File: src/rtl/puf_pkg.sv
// Shared types and constants for the arbiter-PUF response collector.
package puf_pkg;

  typedef enum logic [1:0] {
    ST_IDLE,
    ST_SETTLE,
    ST_SAMPLE,
    ST_OUT
  } state_t;

  localparam int unsigned DEF_N_CB = 64;
  localparam logic [DEF_N_CB-1:0] DEF_TAPS = 64'hD800000000000000;

  // Counter width able to hold values 0..n-1, never narrower than 1 bit.
  function automatic int unsigned cnt_w(input int unsigned n);
    return (n <= 1) ? 1 : $clog2(n);
  endfunction

endpackage

File: src/rtl/puf_lfsr.sv
// Challenge register: loadable Fibonacci LFSR with zero-seed substitution.
module puf_lfsr #(
  parameter int unsigned       N_CB = 64,
  parameter logic [N_CB-1:0]   TAPS = '1
) (
  input  logic            clk,
  input  logic            rst,
  input  logic            load,
  input  logic [N_CB-1:0] seed,
  input  logic            step,
  output logic [N_CB-1:0] q
);

  logic [N_CB-1:0] lfsr_q, lfsr_d;

  always_comb begin
    lfsr_d = lfsr_q;
    if (load) begin
      // An all-zero state would lock the LFSR, so substitute 1.
      lfsr_d = (seed == '0) ? N_CB'(1) : seed;
    end else if (step) begin
      lfsr_d = {lfsr_q[N_CB-2:0], ^(lfsr_q & TAPS)};
    end
  end

  always_ff @(posedge clk) begin
    if (rst) lfsr_q <= '0;
    else     lfsr_q <= lfsr_d;
  end

  assign q = lfsr_q;

endmodule

File: src/rtl/puf_resp_collector.sv
// Challenge sequencer and majority-vote response collector for a 1-bit arbiter PUF.
// Optional macro PUF_COLLECT_STATS_EN adds the unstable_cnt output.
module puf_resp_collector
  import puf_pkg::*;
#(
  parameter int unsigned     N_CB   = 64,
  parameter int unsigned     N_RESP = 32,
  parameter int unsigned     N_EVAL = 5,
  parameter int unsigned     SETTLE = 4,
  parameter logic [N_CB-1:0] TAPS   = N_CB'(DEF_TAPS)
) (
  input  logic              clk,
  input  logic              rst,
  input  logic              start,
  input  logic [N_CB-1:0]   seed,
  output logic              busy,
  output logic [N_CB-1:0]   challenge,
  input  logic              response,
  output logic [N_RESP-1:0] resp_word,
  output logic              resp_valid,
  input  logic              resp_ready
`ifdef PUF_COLLECT_STATS_EN
  ,
  output logic [$clog2(N_RESP+1)-1:0] unstable_cnt
`endif
);

  localparam int unsigned EW = cnt_w(N_EVAL + 1);
  localparam int unsigned BW = cnt_w(N_RESP + 1);
  localparam int unsigned SW = cnt_w(SETTLE + 1);

  state_t            state_q, state_d;
  logic [EW-1:0]     eval_q, eval_d, ones_q, ones_d, ones_new;
  logic [BW-1:0]     bit_q, bit_d;
  logic [SW-1:0]     set_q, set_d;
  logic [N_RESP-1:0] resp_word_q, resp_word_d;
  logic              resp_valid_q, resp_valid_d;
  logic              busy_q, busy_d;
  logic              lfsr_load, lfsr_step, vote;
  state_t            after_sample;
`ifdef PUF_COLLECT_STATS_EN
  logic [BW-1:0]     unstable_q, unstable_d;
`endif

  puf_lfsr #(.N_CB(N_CB), .TAPS(TAPS)) u_lfsr (
    .clk  (clk),
    .rst  (rst),
    .load (lfsr_load),
    .seed (seed),
    .step (lfsr_step),
    .q    (challenge)
  );

  assign ones_new     = ones_q + EW'(response);
  assign vote         = ones_new > EW'(N_EVAL / 2);
  assign after_sample = (SETTLE == 0) ? ST_SAMPLE : ST_SETTLE;

  always_comb begin
    state_d      = state_q;
    eval_d       = eval_q;
    ones_d       = ones_q;
    bit_d        = bit_q;
    set_d        = set_q;
    resp_word_d  = resp_word_q;
    resp_valid_d = resp_valid_q;
    lfsr_load    = 1'b0;
    lfsr_step    = 1'b0;
`ifdef PUF_COLLECT_STATS_EN
    unstable_d   = unstable_q;
`endif
    case (state_q)
      ST_IDLE: begin
        if (start) begin
          lfsr_load   = 1'b1;
          eval_d      = '0;
          ones_d      = '0;
          bit_d       = '0;
          set_d       = '0;
          resp_word_d = '0;
`ifdef PUF_COLLECT_STATS_EN
          unstable_d  = '0;
`endif
          state_d     = after_sample;
        end
      end
      ST_SETTLE: begin
        if (int'(set_q) >= int'(SETTLE) - 1) begin
          set_d   = '0;
          state_d = ST_SAMPLE;
        end else begin
          set_d = set_q + SW'(1);
        end
      end
      ST_SAMPLE: begin
        if (int'(eval_q) < int'(N_EVAL) - 1) begin
          eval_d  = eval_q + EW'(1);
          ones_d  = ones_new;
          state_d = after_sample;
        end else begin
          for (int unsigned i = 0; i < N_RESP; i++) begin
            if (bit_q == BW'(i)) resp_word_d[i] = vote;
          end
`ifdef PUF_COLLECT_STATS_EN
          if (ones_new != '0 && ones_new != EW'(N_EVAL)) unstable_d = unstable_q + BW'(1);
`endif
          lfsr_step = 1'b1;
          eval_d    = '0;
          ones_d    = '0;
          bit_d     = bit_q + BW'(1);
          state_d   = (int'(bit_q) == int'(N_RESP) - 1) ? ST_OUT : after_sample;
        end
      end
      ST_OUT: begin
        // resp_valid is raised on the cycle after entry, giving one registered stage.
        resp_valid_d = 1'b1;
        if (resp_valid_q && resp_ready) begin
          resp_valid_d = 1'b0;
          state_d      = ST_IDLE;
        end
      end
      default: state_d = ST_IDLE;
    endcase
    busy_d = (state_d != ST_IDLE);
  end

  always_ff @(posedge clk) begin
    if (rst) begin
      state_q      <= ST_IDLE;
      eval_q       <= '0;
      ones_q       <= '0;
      bit_q        <= '0;
      set_q        <= '0;
      resp_word_q  <= '0;
      resp_valid_q <= 1'b0;
      busy_q       <= 1'b0;
`ifdef PUF_COLLECT_STATS_EN
      unstable_q   <= '0;
`endif
    end else begin
      state_q      <= state_d;
      eval_q       <= eval_d;
      ones_q       <= ones_d;
      bit_q        <= bit_d;
      set_q        <= set_d;
      resp_word_q  <= resp_word_d;
      resp_valid_q <= resp_valid_d;
      busy_q       <= busy_d;
`ifdef PUF_COLLECT_STATS_EN
      unstable_q   <= unstable_d;
`endif
    end
  end

  assign busy       = busy_q;
  assign resp_word  = resp_word_q;
  assign resp_valid = resp_valid_q;
`ifdef PUF_COLLECT_STATS_EN
  assign unstable_cnt = unstable_q;
`endif

endmodule

File: config.mk
export PLATFORM = sky130hd
export DESIGN_NAME = puf_resp_collector
export DESIGN_NICKNAME = d
export VERILOG_FILES = /design/src/rtl/puf_pkg.sv /design/src/rtl/puf_lfsr.sv /design/src/rtl/puf_resp_collector.sv
export SDC_FILE = /design/constraint.sdc
export NUM_CORES = 1
export LEC_CHECK = 0
export CORE_ASPECT_RATIO = 1.25
export CORE_MARGIN = 1.5
export CORE_UTILIZATION = 30
export CTS_CLUSTER_DIAMETER = 120
export DETAILED_ROUTE_END_ITERATION = 16
export HOLD_SLACK_MARGIN = 0.1
export SLEW_MARGIN = 20
export SYNTH_ARGS = -nofsm -noshare
export SYNTH_HDL_FRONTEND = slang
export SYNTH_SLANG_ARGS = --single-unit
export TNS_END_PERCENT = 1
File: constraint.sdc
create_clock -name clk -period 2.3 [get_ports clk]
set_input_delay 0.46 -clock clk [delete_from_list [all_inputs] [get_ports clk]]
set_output_delay 0.46 -clock clk [all_outputs]
set_load 0.01 [all_outputs]
==> results.toml, run 1 <==
[min_path]
hp-start = "rst"
worstHoldPathType = "in -> reg"
worstHoldEndpoint = "set_q[2]"
min_path_cells = 2

[global_route]
grt_pass1_wl_um = 26100
overflow = 0
antenna_found_initial = 0
grt_max_degree = 54
grt.total_usage_pct = 18.5
grt_pass1_vias = 5083

[yosys]
ys_types = 44
yosys_register_bits = 115
ys_async_sr_fraction_pct = 0
netlist_top_cells_area = "dfxtp_1, nor2_1, nor3_1"
synth_nets = 685
yosys.area_share.xor_xnor_pct = 1.39
synth_fa_ha_area_share_pct = 2.23
synth_top_area_share_pct = 45.7
syn_inst = 607
synthesis.area_mm2 = 0.00504
synth_compound_area_share_pct = 15.4
synth-main-ff-cell = "dfxtp_1"
netlist_top_cells_count = "nor2_1, dfxtp_1, nor3_1, o22ai_1, buf_2"
synth_area_leader_cell = "dfxtp_1"
synthMuxAreaShare_pct = 3.18
yosys.cell_count.top_type = "nor2_1"
synth_top_family_by_area = "simple AND/OR/NAND/NOR gates"
syn_area_per_cell_um2 = 8.30
yosys_warnings = 0
synth-edff-count = 0
ys_seq_area_share_pct = 45.7
synth_simple_gate_area_share_pct = 26.8

[sta]
rsz0062_at_grt = "false"
slew_viol_final = 0
fmax_mhz = 511
skew_ns = 0.00511
worst_slack_ns = 0.342
holdWs_ns = 0.430
worst_slew_pin_slew_ns = 0.623
period_needed_ns = 1.96
fin_setup_tns_ns = 0
slew_headroom_pct = 58.1
period_share_pct = 85.1
setup_viol = 0
hold_viol = 0

[floorplanning]
die_w_um = 119
initial_core_util_pct = 30.9
dieArea_mm2 = 0.0176
rows = 52
fp.dieH_um = 148
ios = 167
core_mm2 = 0.0163

[route]
drcViolationCount = 0
num_vias = 5203
drtIter0Drc = 261
drt-wirelength-per-cell_um = 16.5
drt-pass1-iter-count = 4
viasPerCell = 5.22
wl_um = 16400
drtAntennaViolNets = 0

[power]
cellLeakagePower_nw = 2.79
powerDensity_mw_per_mm2 = 712
peakVddDrop_mv = 0.407

[cts]
cts.sinks = 115
cts_made_buffers = 17
clk_pin_slew_ns = 0.05
post_cts_buffers = 0
cts_tree = "built"
clock_path_buffers = 2
ctsHoldBuffers = 0
cts_max_level = 4
clkLatencyLatePin_ns = 0.42
cts_resized = 0
root_buffer = "clkbuf_16"

[final_layout]
fin_nets = 845
drive_gt1_share_pct = 8.72
instances_no_fill = 996
area_delta_synth_final_pct = 49.5
antenna_cells = 0

[worst_setup_path]
slowest_delay_ns = 0.45
path_class = "reg -> reg"
crit_top_cell = "nor2_1"
cp.required_ns = 2.59
regToRegStartpoint = "bit_q[0]"
path_cells = "inv_1, ha_1, nor3b_1, a21oi_1, nor2_1, mux2i_1, nor2_1"
worstRegToRegCells = 7
start_kind = "flip-flop"
crit_start = "bit_q[0]"
critPathMaxFanout = 6
reg2reg_to = "resp_word[0]"
cp_data_arrival_time_ns = 2.25
critPathSlowestCell = "nor3b_1"
endpoint_kind = "flip-flop"
rrSetupSlack_ns = 0.34

[job]
maxCapViolations = 0

[place]
gp_congestion = 0.807
dp_cells = 964
dp_hpwl_um = 11600
port_buffers = 166
place_ws_ns = -0.0613

[run_status]
status = "completed"
-- kinds of logic (layout without fill, tap and decap cells) --
| group | Yosys count | after routing |
|---|---|---|
| multiplexers | 16 | 16 |
| AND/OR/NAND/NOR | 283 | 283 |
| XOR/XNOR | 8 | 8 |
| buffers and inverters | 57 | 230 |
| flip-flops | 115 | 115 |
| adder cells (fa/ha/maj) | 9 | 9 |
| AO/OA/AOI/OAI | 119 | 119 |
-- final cells by class --
class,instances,area (µm²)
Clock inverter,10,82.6
Tap cell,216,270
Inverter,3,11.3
Clock buffer,22,474
Timing Repair Buffer,195,1910
Fill cell,1575,8800
Multi-Input combinational cell,435,2480
Sequential cell,115,2300
-- state kept, by name, summed over array words and instances, names as in the netlist --
register and cells:
resp_valid 1, state_q 2, eval_q 3, ones_q 3, set_q 3, bit_q 6
resp_word 32, u_lfsr.q 64, busy 1
-- worst max-delay path: cells and delay by family, from the launching register on --
kind,cells,cell delay [ns]
compound gates,1,0.14
fa+ha+maj,1,0.31
buf+inv,1,0.12
flops,1,0.35
mux,1,0.21
simple gates,3,0.69
-- worst max-delay path by stage --
stage / depth (start not counted) / slack (ns) / end
5_1_grt: 7 / 0.18 / resp_word[10]
6_report: 7 / 0.34 / resp_word[0]
3_3_place_gp: 6 / 0.02 / u_lfsr.q[0]
2_1_floorplan: 8 / 0.55 / resp_word[16]
4_1_cts: 7 / 0.34 / resp_word[0]
3_5_place_dp: 6 / -0.06 / u_lfsr.q[0]
-- power by group --
part	switching, mW	internal (mW)
clock	0.918	1.56
combinational	0.330	0.385
sequential	0.0859	2.09
-- placed cells by master (no fill, tap or decap), drive strengths merged, types with 3 or more instances in the layout --
cell type,netlist,final
clkbuf,21,22
nor3,94,94
dfxtp,115,115
clkdlybuf4s50,0,165
ha,9,9
a32oi,15,15
nand3b,6,6
buf,33,30
nor4,17,17
nand4,6,6
a21oi,27,27
nor2,124,124
xor2,4,4
o22ai,63,63
nor3b,7,7
clkinv,0,6
clkinvlp,0,3
nand2b,6,6
xnor2,4,4
nor2b,3,3
a31oi,3,3
nand2,12,12
mux2i,16,16
inv,3,3
or2,3,3
-- routing by layer --
| metal | routed length, µm | track usage [%] | vias up | share of wire, % |
|---|---|---|---|---|
| li1 | - | - | 2526 | - |
| met1 | 6890 | 21.0 | 2482 | 42 |
| met2 | 8160 | 32.0 | 174 | 50 |
| met3 | 1150 | 6.79 | 21 | 7.0 |
| met4 | 232 | 6.14 | 0 | 1.4 |
| met5 | 0 | 0 | - | 0 |
-- through the flow --
step | util [%] | power, mW | cell area (µm²)
5_1_grt | 46.1 | 5.56 | 7530
3_3_place_gp | 42.7 | 2.92 | 6980
2_1_floorplan | - | 2.51 | 5040
3_5_place_dp | 42.7 | 2.93 | 6980
6_report | 46.1 | 5.36 | 7530
4_1_cts | 46.1 | 5.42 | 7530
Note: power is estimated with default switching activity, not from simulation.
==> run 2, diff against run 1 <==
--- a/config.mk
+++ b/config.mk
@@ -10,6 +10,7 @@
 export CORE_UTILIZATION = 30
 export CTS_CLUSTER_DIAMETER = 120
 export DETAILED_ROUTE_END_ITERATION = 16
+export GPL_TIMING_DRIVEN = 0
 export HOLD_SLACK_MARGIN = 0.1
 export SLEW_MARGIN = 20
 export SYNTH_ARGS = -nofsm -noshare
==> results.toml, run 2 (synthesis results as in run 1) <==
[floorplanning]
die_w_um = 119
dieArea_mm2 = 0.0176
initial_core_util_pct = 30.9
core_mm2 = 0.0163
rows = 52
ios = 167
fp.dieH_um = 148

[min_path]
hp-start = "resp_word[8]"
worstHoldEndpoint = "resp_word[8]"
min_path_cells = 2
worstHoldPathType = "reg -> reg"

[cts]
root_buffer = "clkbuf_16"
cts.sinks = 115
cts_resized = 0
cts_tree = "built"
clock_path_buffers = 2
ctsHoldBuffers = 0
clk_pin_slew_ns = 0.05
cts_made_buffers = 17
cts_max_level = 4
post_cts_buffers = 0
clkLatencyLatePin_ns = 0.42

[power]
p_sw_share_pct = 23.7
finalPower_mw = 5.71
p_int_mw = 4.36
netSwitchingPower_mw = 1.35
seqPwrFrac_pct = 38.1
peakVddDrop_mv = 0.456
power_frac_comb_pct = 12.5
clkPwrFrac_pct = 49.4
cellLeakagePower_nw = 2.81
powerDensity_mw_per_mm2 = 752

[place]
gp_congestion = 0.783
port_buffers = 165
place_area_mm2 = 0.00696
dp_hpwl_um = 12600

[route]
drtIter0Drc = 318
viasPerCell = 5.18
drt-wirelength-per-cell_um = 17.0
drcViolationCount = 0
drtAntennaViolNets = 0
wl_um = 17300
num_vias = 5274
drt-pass1-iter-count = 5

[worst_setup_path]
worstRegToRegCells = 7
start_kind = "flip-flop"
path_class = "reg -> reg"
cp.required_ns = 2.59
regToRegStartpoint = "bit_q[0]"
reg2reg_to = "resp_word[3]"
rrSetupSlack_ns = 0.15
endpoint_kind = "flip-flop"
cp_data_arrival_time_ns = 2.43
critPathMaxFanout = 9

[final_layout]
area_delta_synth_final_pct = 50.6
drive_gt1_share_pct = 8.84
largest_reg_flops = 64
final_common_cell = "clkdlybuf4s50_1"
post-route-cell-area_mm2 = 0.00759
final_cell_mix = "clkdlybuf4s50_1, nor2_1, dfxtp_1"
antenna_cells = 0
fin_nets = 869

[sta]
rsz0062_at_grt = "false"
period_share_pct = 93.4
worst_slew_pin_slew_ns = 0.767
holdWs_ns = 0.488
skew_ns = 0.00756
hold_viol = 0
fin_setup_tns_ns = 0
slew_viol_final = 0
setup_viol = 0
fmax_mhz = 465
slew_headroom_pct = 48.4
period_needed_ns = 2.15

[global_route]
overflow = 0
grt_max_degree = 17
antenna_found_initial = 0
grt_pass1_vias = 5050
grt.total_usage_pct = 19.7
grt_pass1_wl_um = 27300

[job]
maxCapViolations = 0

[run_status]
status = "completed"
==> run 2: worst max-delay path by stage <==
| stage | startpoint | to | slack, ns | cells past startpoint |
|---|---|---|---|---|
| 6_report | bit_q[0] | resp_word[3] | 0.15 | 7 |
| 2_1_floorplan | response | resp_word[16] | 0.55 | 8 |
| 3_5_place_dp | response | resp_word[24] | -0.25 | 9 |
| 5_1_grt | bit_q[0] | resp_word[3] | 0.02 | 7 |
| 4_1_cts | bit_q[0] | resp_word[3] | 0.16 | 7 |
| 3_3_place_gp | response | resp_word[24] | -0.25 | 9 |
==> run 2: per-stage QoR <==
stage	utilization (%)	worst slack (ns)	std cells
2_1_floorplan	-	0.546	607
3_3_place_gp	42.6	-0.254	988
3_5_place_dp	42.6	-0.246	988
4_1_cts	46.5	0.163	1019
5_1_grt	46.5	0.0211	1019
6_report	46.5	0.151	1019
==> run 2: layout make-up <==
cell class                      count  area, µm²
Tap cell                          216        270
Clock inverter                      9        153
Inverter                            3       11.3
Clock buffer                       22        474
Buffer                             54        254
Multi-Input combinational cell    435       2470
Timing Repair Buffer              165       1650
Fill cell                        1618       8740
Sequential cell                   115       2300
==> run 2: per-layer routing <==
metal	global-route usage, %	routed length (µm)	vias to the layer above
met3	6.87	1240	24
li1	-	-	2582
met5	0	0	-
met4	5.96	257	0
met2	33.9	8380	171
met1	23.0	7420	2497
==> run 2: power groups by stage <==
stage	clock (mW)	sequential [mW]	combinational, mW
6_report	2.82	2.17	0.716
5_1_grt	2.94	2.18	0.776
4_1_cts	2.86	2.17	0.720
3_5_place_dp	0	2.21	0.714
3_3_place_gp	0	2.21	0.714
2_1_floorplan	0	2.24	0.273
==> run 2: worst max-delay path, cell delays in order (launching register included) <==
cell and delay [ns]:
dfxtp_1 0.41, ha_1 0.17, buf_2 0.21, nor3b_1 0.67, a21oi_1 0.16, nor2_1 0.16
mux2i_1 0.20, nor2_1 0.05
==> run 3, diff against run 2 <==
==> constraint.sdc (replaced) <==
create_clock -name clk -period 2.15 [get_ports clk]
set_input_delay 0.43 -clock clk [delete_from_list [all_inputs] [get_ports clk]]
set_output_delay 0.43 -clock clk [all_outputs]
set_load 0.01 [all_outputs]
==> results.toml, run 3 (synthesis results as in run 1) <==
[sta]
fmax_mhz = 499
period_needed_ns = 2.00
fin_setup_tns_ns = 0
worst_slack_ns = 0.147
slew_headroom_pct = 51.9
setup_viol = 0
skew_ns = 0.00788
hold_viol = 0
worst_slew_pin_slew_ns = 0.715
slew_viol_final = 0
rsz0062_at_grt = "false"
period_share_pct = 93.2

[power]
finalPower_mw = 6.10
powerDensity_mw_per_mm2 = 802
peakVddDrop_mv = 0.488
cellLeakagePower_nw = 2.82

[cts]
ctsHoldBuffers = 0
cts_resized = 0
clock_path_buffers = 2
clkLatencyLatePin_ns = 0.42
cts_tree = "built"
cts.sinks = 115
post_cts_buffers = 0
cts_made_buffers = 17
root_buffer = "clkbuf_16"
cts_max_level = 4
clk_pin_slew_ns = 0.05

[place]
port_buffers = 165
dp_cells = 988
place_ws_ns = -0.366
dp_hpwl_um = 12600
gp_congestion = 0.783

[route]
drcViolationCount = 0
viasPerCell = 5.18
drt-wirelength-per-cell_um = 17.0
drtIter0Drc = 294
num_vias = 5282
drt-pass1-iter-count = 5
wl_um = 17300
drtAntennaViolNets = 0

[global_route]
grt_max_degree = 17
overflow = 0
grt.total_usage_pct = 19.7
antenna_found_initial = 0
grt_pass1_wl_um = 27300
grt_pass1_vias = 5050

[min_path]
worstHoldPathType = "reg -> reg"

[final_layout]
area_delta_synth_final_pct = 51.1
fillCellCount = 1616
fin_nets = 869
final_cell_mix = "clkdlybuf4s50_1, nor2_1, dfxtp_1"
largest_reg_flops = 64
drive_gt1_share_pct = 9.46
final_common_cell = "clkdlybuf4s50_1"
instances_no_fill = 1019
antenna_cells = 0

[worst_setup_path]
path_cells = "clkdlybuf4s50_1, ha_1, ha_1, xnor2_1, a21oi_2, clkbuf_4, nand3b_1, nor3_1, nor3_1"
start_kind = "primary input"
cp_top_family = "buffers and inverters"
cp.required_ns = 2.43
slowest_delay_ns = 0.41
cp_data_arrival_time_ns = 2.28
endpoint_kind = "flip-flop"
path_buf_inv = 2
path_class = "in -> reg"
critPathMaxFanout = 10
critPathSlowestCell = "clkdlybuf4s50_1"

[run_status]
status = "completed"

[floorplanning]
rows = 52
initial_core_util_pct = 30.9
die_w_um = 119
core_mm2 = 0.0163
fp.dieH_um = 148
dieArea_mm2 = 0.0176
ios = 167

[job]
maxCapViolations = 0
[run 3: cell types whose count changed in the layout (fill, tap and decap cells not counted), sizes merged]
| cell | change |
|---|---|
| clkbuf | +1 |
| buf | -1 |
[run 3: final timing paths]
check,startpoint,to,slack [ns],cells after the start
hold / removal,resp_word[8],resp_word[8],0.49,2
setup reg to reg,bit_q[4],resp_word[17],0.24,6
hold reg to reg,resp_word[8],resp_word[8],0.49,2
setup / recovery,response,resp_word[16],0.15,9
[run 3: metrics by stage]
step	utilization (%)	cell area [µm²]	hold WS (ns)
CTS	46.5	7590	0.493
detailed placement	42.6	6960	0.478
global placement	42.6	6960	0.476
global route	46.6	7610	0.525
floorplan	-	5040	0.470
finish	46.6	7610	0.489
[run 3: routing by layer]
metal	up-vias	track usage (%)	part of all wire, %
met3	20	6.87	7.3
met1	2509	23.0	43
met4	0	5.96	1.4
met5	-	0	0
li1	2583	-	-
met2	170	33.9	49
[run 3: power by group]
part,switching (mW),total [mW],internal (mW),leakage (nW)
registers,0.0882,2.32,2.24,0.942
clock network,0.996,3.01,2.02,0.298
logic,0.361,0.765,0.404,1.58
total,1.44,6.10,4.66,2.82
[run 3: worst register-to-register path: stages, from the launching register on]
cell	delay, ns
dfxtp_1	0.30
clkbuf_2	0.21
nand2b_1	0.17
a211oi_4	0.50
nand3b_1	0.29
nor3_1	0.24
nor3_1	0.07
[run 3: area by class of cell]
type,count,area (µm²),share of cell area [%]
Timing Repair Buffer,165,1650,21.7
Clock buffer,22,474,6.23
Inverter,3,11.3,0.148
Buffer,54,256,3.37
Multi-Input combinational cell,435,2490,32.8
Tap cell,216,270,3.55
Clock inverter,9,153,2.00
Sequential cell,115,2300,30.2
